### config.mk
export PLATFORM = sky130hd
export DESIGN_NAME = trap_unit
export DESIGN_NICKNAME = d
export VERILOG_FILES = /design/src/rtl/trap_pkg.sv /design/src/rtl/trap_unit.sv
export SDC_FILE = /design/constraint.sdc
export NUM_CORES = 1
export LEC_CHECK = 0
export BUFFER_PORTS_ARGS = -buffer_cell sky130_fd_sc_hd__buf_2
export CORE_MARGIN = 4
export CORE_UTILIZATION = 40
export DETAILED_ROUTE_END_ITERATION = 8
export PLACE_DENSITY = 0.7
export SLEW_MARGIN = 20
export SYNTH_ARGS = -nofsm -noshare
export SYNTH_HDL_FRONTEND = slang
export SYNTH_SLANG_ARGS = --single-unit
### constraint.sdc
create_clock -name clk -period 4.42 [get_ports clk]
set_input_delay 0.221 -clock clk [delete_from_list [all_inputs] [get_ports clk]]
set_output_delay 0.221 -clock clk [all_outputs]
set_load 0.01 [all_outputs]
### src/rtl/trap_pkg.sv
// trap_pkg: shared definitions for the trap (exception) controller.
//   state_t              controller FSM states
//   CAUSE_ILLEGAL        cause code for an illegal instruction
//   CAUSE_ECALL          cause code for an environment call
//   DEFAULT_TRAP_VECTOR  default handler entry address
package trap_pkg;

  typedef enum logic [2:0] {
    ST_RUN,
    ST_ENTER,
    ST_HANDLER,
    ST_RETURN,
    ST_HALT
  } state_t;

  localparam logic [3:0]  CAUSE_ILLEGAL       = 4'd2;
  localparam logic [3:0]  CAUSE_ECALL         = 4'd11;
  localparam int unsigned DEFAULT_TRAP_VECTOR = 96;

endpackage

### src/rtl/trap_unit.sv
// trap_unit: exception controller beside decode. It captures the faulting PC
// and cause, pulses a one-cycle redirect to the handler vector, tracks handler
// occupancy, returns to epc+4 on MRET and halts on a fault inside the handler.
//
// Optional feature: define TRAP_ECALL_EN to make ECALL trap (cause 11) and to
// make an ECALL inside the handler a double fault. Without it, ecall is ignored.
//
// Ports:
//   clk          clock, all state on rising edge
//   rst_n        synchronous reset, active-low
//   instr_valid  decode holds a real instruction
//   pc           PC of the instruction in decode
//   invalid      illegal opcode flag
//   ecall        decoded ECALL
//   mret         decoded MRET
//   redirect     one-cycle pulse to load redirect_pc and flush IF/ID
//   redirect_pc  redirect target (zero when redirect is low)
//   epc          saved faulting PC
//   cause        trap cause
//   in_handler   handler executing
//   halted       double fault, sticky until reset
//   trap_count   traps taken, saturating
module trap_unit
  import trap_pkg::*;
#(
  parameter int unsigned XLEN = 32,
  parameter logic [XLEN-1:0] TRAP_VECTOR = XLEN'(DEFAULT_TRAP_VECTOR),
  parameter int unsigned CNT_W = 8
) (
  input  logic             clk,
  input  logic             rst_n,
  input  logic             instr_valid,
  input  logic [XLEN-1:0]  pc,
  input  logic             invalid,
  input  logic             ecall,
  input  logic             mret,
  output logic             redirect,
  output logic [XLEN-1:0]  redirect_pc,
  output logic [XLEN-1:0]  epc,
  output logic [3:0]       cause,
  output logic             in_handler,
  output logic             halted,
  output logic [CNT_W-1:0] trap_count
);

  state_t     state;
  logic       take_trap;
  logic [3:0] trap_cause;
  logic       double_fault;

  // Trap qualification; invalid outranks ecall when both are flagged.
  always_comb begin
    take_trap    = instr_valid & invalid;
    trap_cause   = CAUSE_ILLEGAL;
    double_fault = instr_valid & invalid;
`ifdef TRAP_ECALL_EN
    if (instr_valid & ecall & ~invalid) begin
      take_trap  = 1'b1;
      trap_cause = CAUSE_ECALL;
    end
    double_fault = instr_valid & (invalid | ecall);
`endif
  end

`ifndef TRAP_ECALL_EN
  logic unused_ecall;
  assign unused_ecall = ecall;
`endif

  // Outputs are registered on the transition edge so that redirect, the
  // captured epc/cause and in_handler all appear together one cycle after
  // the triggering instruction. ENTER/RETURN are the redirect cycles, in
  // which decode holds a flushed instruction and inputs are ignored.
  always_ff @(posedge clk) begin
    if (!rst_n) begin
      state       <= ST_RUN;
      redirect    <= 1'b0;
      redirect_pc <= '0;
      epc         <= '0;
      cause       <= '0;
      in_handler  <= 1'b0;
      halted      <= 1'b0;
      trap_count  <= '0;
    end else begin
      redirect    <= 1'b0;
      redirect_pc <= '0;
      unique case (state)
        ST_RUN: begin
          if (take_trap) begin
            epc         <= pc;
            cause       <= trap_cause;
            if (trap_count != {CNT_W{1'b1}})
              trap_count <= trap_count + CNT_W'(1);
            redirect    <= 1'b1;
            redirect_pc <= TRAP_VECTOR;
            in_handler  <= 1'b1;
            state       <= ST_ENTER;
          end
        end
        ST_ENTER: state <= ST_HANDLER;
        ST_HANDLER: begin
          if (double_fault) begin
            halted <= 1'b1;
            state  <= ST_HALT;
          end else if (instr_valid & mret) begin
            redirect    <= 1'b1;
            redirect_pc <= epc + XLEN'(4);
            in_handler  <= 1'b0;
            state       <= ST_RETURN;
          end
        end
        ST_RETURN: state <= ST_RUN;
        ST_HALT:   state <= ST_HALT;
        default:   state <= ST_RUN;
      endcase
    end
  end

endmodule
Word-level counts from Yosys, hierarchy flattened
Index checks and enable logic that the tools add are counted.
W data, S select, Z words.
- flip-flop bits (word level): 79
- bits of input ports: 38
- output and inout port bits: 79
- word-level logic and storage cells: 43
- $add $sub $neg: 2
- equality and inequality tests: 8
- multiplexer cells: 16
- bitwise logic cells: 2
- reductions and logical operators: 7
- operator list (operator ; count):
    $mux W32 ; 2
    $pmux W32 S2 ; 1
    $add A32 B3 Y32 const B ; 1
    $pmux W3 S4 ; 1
    $mux W3 ; 3
    $add A8 B1 Y8 const B ; 1
    $ne A8 B8 Y1 const B ; 1
    $mux W7 ; 1
    $mux W1 ; 6
    $ne A2 B2 Y1 const B ; 3
    $reduce_and A2 Y1 ; 3
    $pmux W1 S2 ; 2
    $reduce_and A4 Y1 ; 1
    $eq A3 B1 Y1 const B ; 1
    $eq A3 B2 Y1 const B ; 1
    $eq A3 B3 Y1 const B ; 1
    $logic_not A3 Y1 ; 1
    $ne A3 B3 Y1 const B ; 1
    $reduce_and A3 Y1 ; 1
    $and A1 B1 Y1 ; 2
    $reduce_bool A2 Y1 ; 1

Logic depth before layout (Yosys ltp)
Gate-level depths: netlist of the first run.
- depth after elaboration: 4
- gate-level depth with buffers: 6
- depth with buffers taken out: 5

Least setup slack after synthesis of the first run
Ideal clock, no wire load.
- path kind: flip-flop to flip-flop
- from: register trap_count[0]
- to: register trap_count[4]
- library setup time: 119 ps
- arrival: 1719 ps
- required time: 4301 ps
- setup slack: 2582 ps
- stages on the path, launching flop included: 6
- buffers on the path: 0
- period minus slack after synthesis: 1838 ps
- path through: dfxtp_1 ha_1 and4_1 a211oi_1 nand4_1 mux2i_1
- word-level cells in the longest chain between the ends: 2
- elaborated cells on any way between the ends: 3
- those cells by class: add/sub: 1; eq/ne: 1; reduce/logical: 1
- ends and longest elaborated chain (what ; line ; RTL):
    from (decl) ; trap_unit.sv:43 ; output logic [CNT_W-1:0] trap_count
    from (signal assigned) ; trap_unit.sv:93 ; trap_count <= trap_count + CNT_W'(1);
    parallel branches: the longest is 2 deep, another holds $add A8 B1 Y8 ; - ;
Parallel ways; which one is timed is not known.
A chain may end at the register's enable or synchronous reset.

Worst setup path in the final report of the first run
- from: register epc[4]
- to: register redirect_pc[28]
- word-level cells in the longest chain between the ends: 4
- ends and longest elaborated chain (what ; line ; RTL):
    from (decl) ; trap_unit.sv:39 ; output logic [XLEN-1:0] epc,
    from (signal assigned) ; trap_unit.sv:90 ; epc <= pc;
    $add A32 B3 Y32 ; trap_unit.sv:107 ; redirect_pc <= epc + XLEN'(4);
    $mux W32 ; trap_unit.sv:105 ; end else if (instr_valid & mret) begin
    $mux W32 ; trap_unit.sv:102 ; if (double_fault) begin
    $pmux W32 S2 ; trap_unit.sv:87 ; unique case (state)
    to (signal assigned) ; trap_unit.sv:107 ;
    to (decl) ; trap_unit.sv:38 ; output logic [XLEN-1:0] redirect_pc,
No other way between the ends.

==> results of run 1 <==
registers in the layout, indices dropped and copies added, names as in the netlist:
register and cells:
redirect 1, state 3, trap_count 8, in_handler 1
halted 1, cause 1, redirect_pc 32, epc 32
cells in the mapped netlist, types with 2 or more instances:
cell	n	area share, %
buf_4	4	0.93
or3_1	4	0.77
nand3_1	14	2.2
o31ai_1	12	2.8
xnor2_1	4	1.1
and4_1	7	1.9
nor2_1	23	2.7
and2_1	6	1.2
ha_1	2	0.77
or4_1	12	2.8
clkbuf_1	11	1.3
nand3b_1	2	0.46
a211oi_1	2	0.46
mux2i_1	4	1.2
nand2_1	77	8.9
nor3_1	3	0.46
nand4_2	2	0.77
a21oi_1	56	8.7
xor2_1	9	2.4
o21ai_0	7	1.1
dfxtp_1	79	49
buf_2	4	0.62
nand2b_1	3	0.58
nand4_1	10	1.9
inv_1	7	0.81
buf_1	4	0.46
final timing paths:
path / start / end / slack [ps] / cells past startpoint
setup reg to reg: epc[4] / redirect_pc[28] / 2240 / 4
hold / removal: pc[21] / epc[21] / 110 / 3
hold reg to reg: cause[1] / cause[1] / 480 / 2
setup / recovery: epc[4] / redirect_pc[28] / 2240 / 4
per-stage QoR:
| stage | util [%] | setup WS (ps) |
|---|---|---|
| after floorplan | - | 2580 |
| after global placement | 49.1 | 2360 |
| after detailed placement | 49.1 | 2290 |
| after CTS | 51.5 | 2270 |
| after global routing | 51.5 | 2130 |
| final | 51.5 | 2240 |
power by group through the flow:
stage	sequential, mW	combinational (mW)	clock, mW
after floorplan	0.776	0.0554	0
after global placement	0.772	0.111	0
after detailed placement	0.773	0.113	0
after CTS	0.756	0.114	0.526
after global routing	0.760	0.125	0.550
final	0.756	0.112	0.508
per-layer routing:
metal | GRT usage (%) | up-vias | share of wire (%)
li1 | - | 1531 | -
met1 | 21.9 | 1373 | 45
met2 | 27.7 | 87 | 47
met3 | 4.00 | 11 | 6.4
met4 | 6.50 | 0 | 1.4
met5 | 0 | - | 0
area by class of cell:
type	count	area, sq um
fillers	772	3790
repair buffers	115	583
clock buffers	10	138
inverters	8	30.0
flip-flops and latches	79	1580
well taps	102	128
clock inverters	4	47.5
multi-input cells	271	1510
worst min-delay path: cells and delay by family:
kind | cells | cell delay, ps
compound gates | 1 | 50
buf+inv | 1 | 90
simple gates | 1 | 40
kinds of logic (layout without fill, tap and decap cells):
family                     after synthesis  after routing  synth area share [%]
and+or+nand+nor                        169            169                  27.1
AOI/OAI and AO/OA                       80             80                  13.8
DFF                                     79             79                  48.9
buffers and inverters                   32            137                  4.57
xor gates and xnor gates                13             13                  3.52
muxes                                    4              4                  1.24
adders and majority gates                2              2                 0.774
other                                    1              3                 0.116
==> impl_results.md, run 1 <==
* Routed WL per cell at 14.2 um
* Finished Layout Cells at 589
* Crit-path max FO at 15
* CTS Buf Count at 9
* First-pass GRT wire length at 13.4 mm
* Post-CTS resize count at 0
* Switching Fraction at 24.1%
* Maximum VDD drop at 0.000158 V
* Core area at 7810 sq um
* I/O Pins at 117
* Critical Path AT at 2430 ps
* Die height at 97.9 um
* # diodes at 0
* Clk slew on worst S/H paths at 80 ps
* Hold_buf cts at 0
* Vias in the first global route at 2739
* Htree depth at 3
* Largest delay share family, worst path: simple AND/OR/NAND/NOR gates
* CP startpoint kind: register
* GP Congestion at 0.773
* Ys async rst share at 0%
* Row cnt at 32
* Hold WC Path Type: input pin to register
* Die X at 97.9 um
* Final #Nets at 524
* Hold Violations, Final at 0
* Final clock skew at 9.48 ps
* Initial DRC count at 106
* Clock power share at 36.9%
* Share of cells above drive strength 1 at 28.1%
* Final Power at 1.38 mW
* DR vias/cell at 5.10
* DP Cell Count at 575
* Synth unique cells at 38
* GRT Util Overall at 17.0%
* Largest net degree at the start of global routing at 28
* CP endpoint kind: register
* Power Internal at 1.05 mW
* Final setup viols at 0
* CTS tree: yes
* Power density cells at 342 nW/um^2
* Sequential share of power at 54.9%
* Root buffer cell: clkbuf_8
* Mean area per synthesized cell at 8.51 sq um
* Drt first pass iters at 4
* Unrepaired setup endpoints after global routing: no
* Synth Instances at 380
* Critical Path RT at 4670 ps
* Part of the power in combinational logic at 8.2%
* Clock Sink Count at 79
* Commonest non-fill, non-tap cell in the layout: buf_2
* Fmax at 0.459 GHz
* Port buffer count at 112
* Post-CTS Setup Bufs at 0
* Die area at 9590 sq um
* Total net switching power at 0.331 mW
* ANT nets after route at 0
* Syn-to-layout area delta at 24.4%
* Worst slew margin at 44.9%
* Post-synthesis sequential area ratio at 48.9%
* Final WL at 8.34 mm
* Synthesized flop and latch total at 79
* GRT Residual Overflow at 0
* Min Hold Slack at 112 ps
* Final period util at 49.2%
* Placed cell areas at 3840 sq um
* Post-synthesis cell area at 3230 sq um
* Final instance area at 4020 sq um
* Commonest cells after routing, fill and taps aside: 112 x buf_2, 79 x dfxtp_1, 77 x nand2_1
* Post-DP HPWL at 6.08 mm
* Fin Setup TNS at 0 ps
* CP peak stage delay at 610 ps
* Slowest cell on crit path: or4_1
* Clk_lat worst skew at 340 ps
* Via Count at 3002
* Initial antenna violation count at 0
* Transition time of the tightest slew-check pin at 822 ps
* CP Buf/Inv Count at 0
* Number of synthesized flops with an enable pin at 0
* Clk buf depth at 2
* Starting Density at 41.4%
* Warning count from the yosys run at 0
* Crit path kind: register to register
* Max cap viols at 0
* Pleak at 1.71 nW
* Crit path cell chain: and4_1, nand4_2, or4_1, a21oi_1
* Final Max Slew Viols at 0
* Main synth FF type: dfxtp_1
* Status: complete, no violations
* Final min period at 2180 ps
* DRC at 0
Note: power is estimated with default switching activity, not from simulation.
==> run 2, diff against run 1 <==
PLACE_DENSITY = 0.72   (was 0.7)
clock period = 1.77 ns   (was 4.42 ns; I/O delays follow)
==> run 2 against run 1 <==
Routed wire length is 11% higher; clock skew is 5.6 ps higher; clock power grew to 2.6 times the previous value; core utilization is 7.4 points higher; highest routed layer unchanged; sequential share of layout area is 5.0 points lower; sequential cell count stayed put; cell count is 11% higher; via count is 8.5% higher; largest cell class unchanged.
==> impl_results.md, run 2 (synthesized netlist as in run 1, its figures left out) <==
* Critical Path RT at 2060 ps
* Final setup viols at 0
* GP Congestion at 0.856
* DP Cell Count at 603
* Worst slew margin at 64.8%
* Critical Path AT at 1990 ps
* Commonest cells after routing, fill and taps aside: 112 x buf_2, 79 x dfxtp_1, 77 x nand2_1
* Met2 GRT Util at 32.7%
* Max cap viols at 0
* Post-DP HPWL at 6.47 mm
* CTS Buf Count at 9
* I/O Pins at 117
* Commonest non-fill, non-tap cell in the layout: buf_2
* GRT Util Overall at 18.8%
* Root buffer cell: clkbuf_8
* Fmax at 0.587 GHz
* Final clock skew at 15.1 ps
* Met3 usage at 4.93%
* Maximum VDD drop at 0.000387 V
* Finished Layout Cells at 653
* Final min period at 1700 ps
* Via Count at 3256
* Pleak at 2.02 nW
* Clk_lat worst skew at 350 ps
* Largest net degree at the start of global routing at 37
* Largest regs: epc x32, redirect_pc x32, trap_count x8
* Crit path kind: register to register
* Vias in the first global route at 3053
* First-pass GRT wire length at 14.9 mm
* CTS tree: yes
* Core area at 7810 sq um
* Die area at 9590 sq um
* Final Max Slew Viols at 0
* Syn-to-layout area delta at 42.3%
* Power density cells at 783 nW/um^2
* ANT nets after route at 0
* Port buffer count at 112
* Routed WL per cell at 14.2 um
* Multi-input logic area at 1540 sq um
* Die height at 97.9 um
* Fin Setup TNS at 0 ps
* Register area at 1580 sq um
* GRT Residual Overflow at 0
* CP startpoint kind: register
* Final instance area at 4600 sq um
* DR vias/cell at 4.99
* Final Util at 58.9%
* Final period util at 96.3%
* Htree depth at 3
* Starting Density at 41.4%
* # diodes at 0
* Clk slew on worst S/H paths at 90 ps
* Unrepaired setup endpoints after global routing: yes
* Clk buf depth at 2
* Share of cells above drive strength 1 at 30.7%
* Min Hold Slack at 62.1 ps
* Initial DRC count at 213
* Crit-path max FO at 13
* Fill cells at 694
* Transition time of the tightest slew-check pin at 514 ps
* GRT busiest layer: met2
* Hold Violations, Final at 0
* Row cnt at 32
* Final #Nets at 586
* Clock Sink Count at 79
* Routing usage on met1 at 22.9%
* Placed cell areas at 4050 sq um
* Hold WC Path Type: input pin to register
* Status: complete, no violations
* CP endpoint kind: register
* DRC at 0
* Initial antenna violation count at 0
* Final WL at 9.25 mm
* Die X at 97.9 um
* Drt first pass iters at 4
[run 2: cell count changes in the layout (fill, tap and decap cells not counted), sizes merged]
cell / previous run / this run
buf: 115 / 145
dlygate4sd3: 0 / 32
inv: 7 / 9
[run 2: path summary, 6_finish.rpt]
kind / from / end / slack, ps / depth (start not counted)
setup / recovery: epc[7] / redirect_pc[22] / 70 / 4
hold / removal: rst_n / trap_count[4] / 60 / 3
setup reg to reg: epc[7] / redirect_pc[22] / 70 / 4
hold reg to reg: epc[1] / epc[1] / 470 / 2
[run 2: stage by stage]
step                power (mW)  setup WS (ps)
finish                    3.60           65.4
global route              3.75          -41.1
CTS                       3.63           34.0
detailed placement        2.25          -16.1
global placement          2.24           60.9
floorplan                 2.08           94.7
[run 2: critical path, cell delays in order (launching register included)]
cell and delay (ps):
dfxtp_1 340, and4_1 330, nand4_4 240, or4_1 570, a21oi_1 160
[run 2: layer usage]
layer  share of wire (%)  wire [um]
met1                  41       3810
met5                   0          0
met3                 7.2        666
met4                 1.4        126
met2                  50       4640
[run 2: repair_timing]
action	CTS	global route
hold buffers	32	0
hold endpoints to repair	32	0
gates resized for setup	1	1
endpoints found under the setup margin	3	6
setup buffers	0	2
[run 2: layout make-up]
class / count / share of cell area (%)
inverters: 8 / 0.653
multi-input cells: 271 / 33.4
clock buffers: 10 / 2.77
repair buffers: 177 / 24.5
clock inverters: 6 / 1.50
well taps: 102 / 2.77
flip-flops and latches: 79 / 34.4
[run 2: power by group]
group	total [mW]	internal, mW	switching (mW)
clock network	1.34	0.662	0.674
logic	0.401	0.193	0.208
registers	1.86	1.82	0.0406
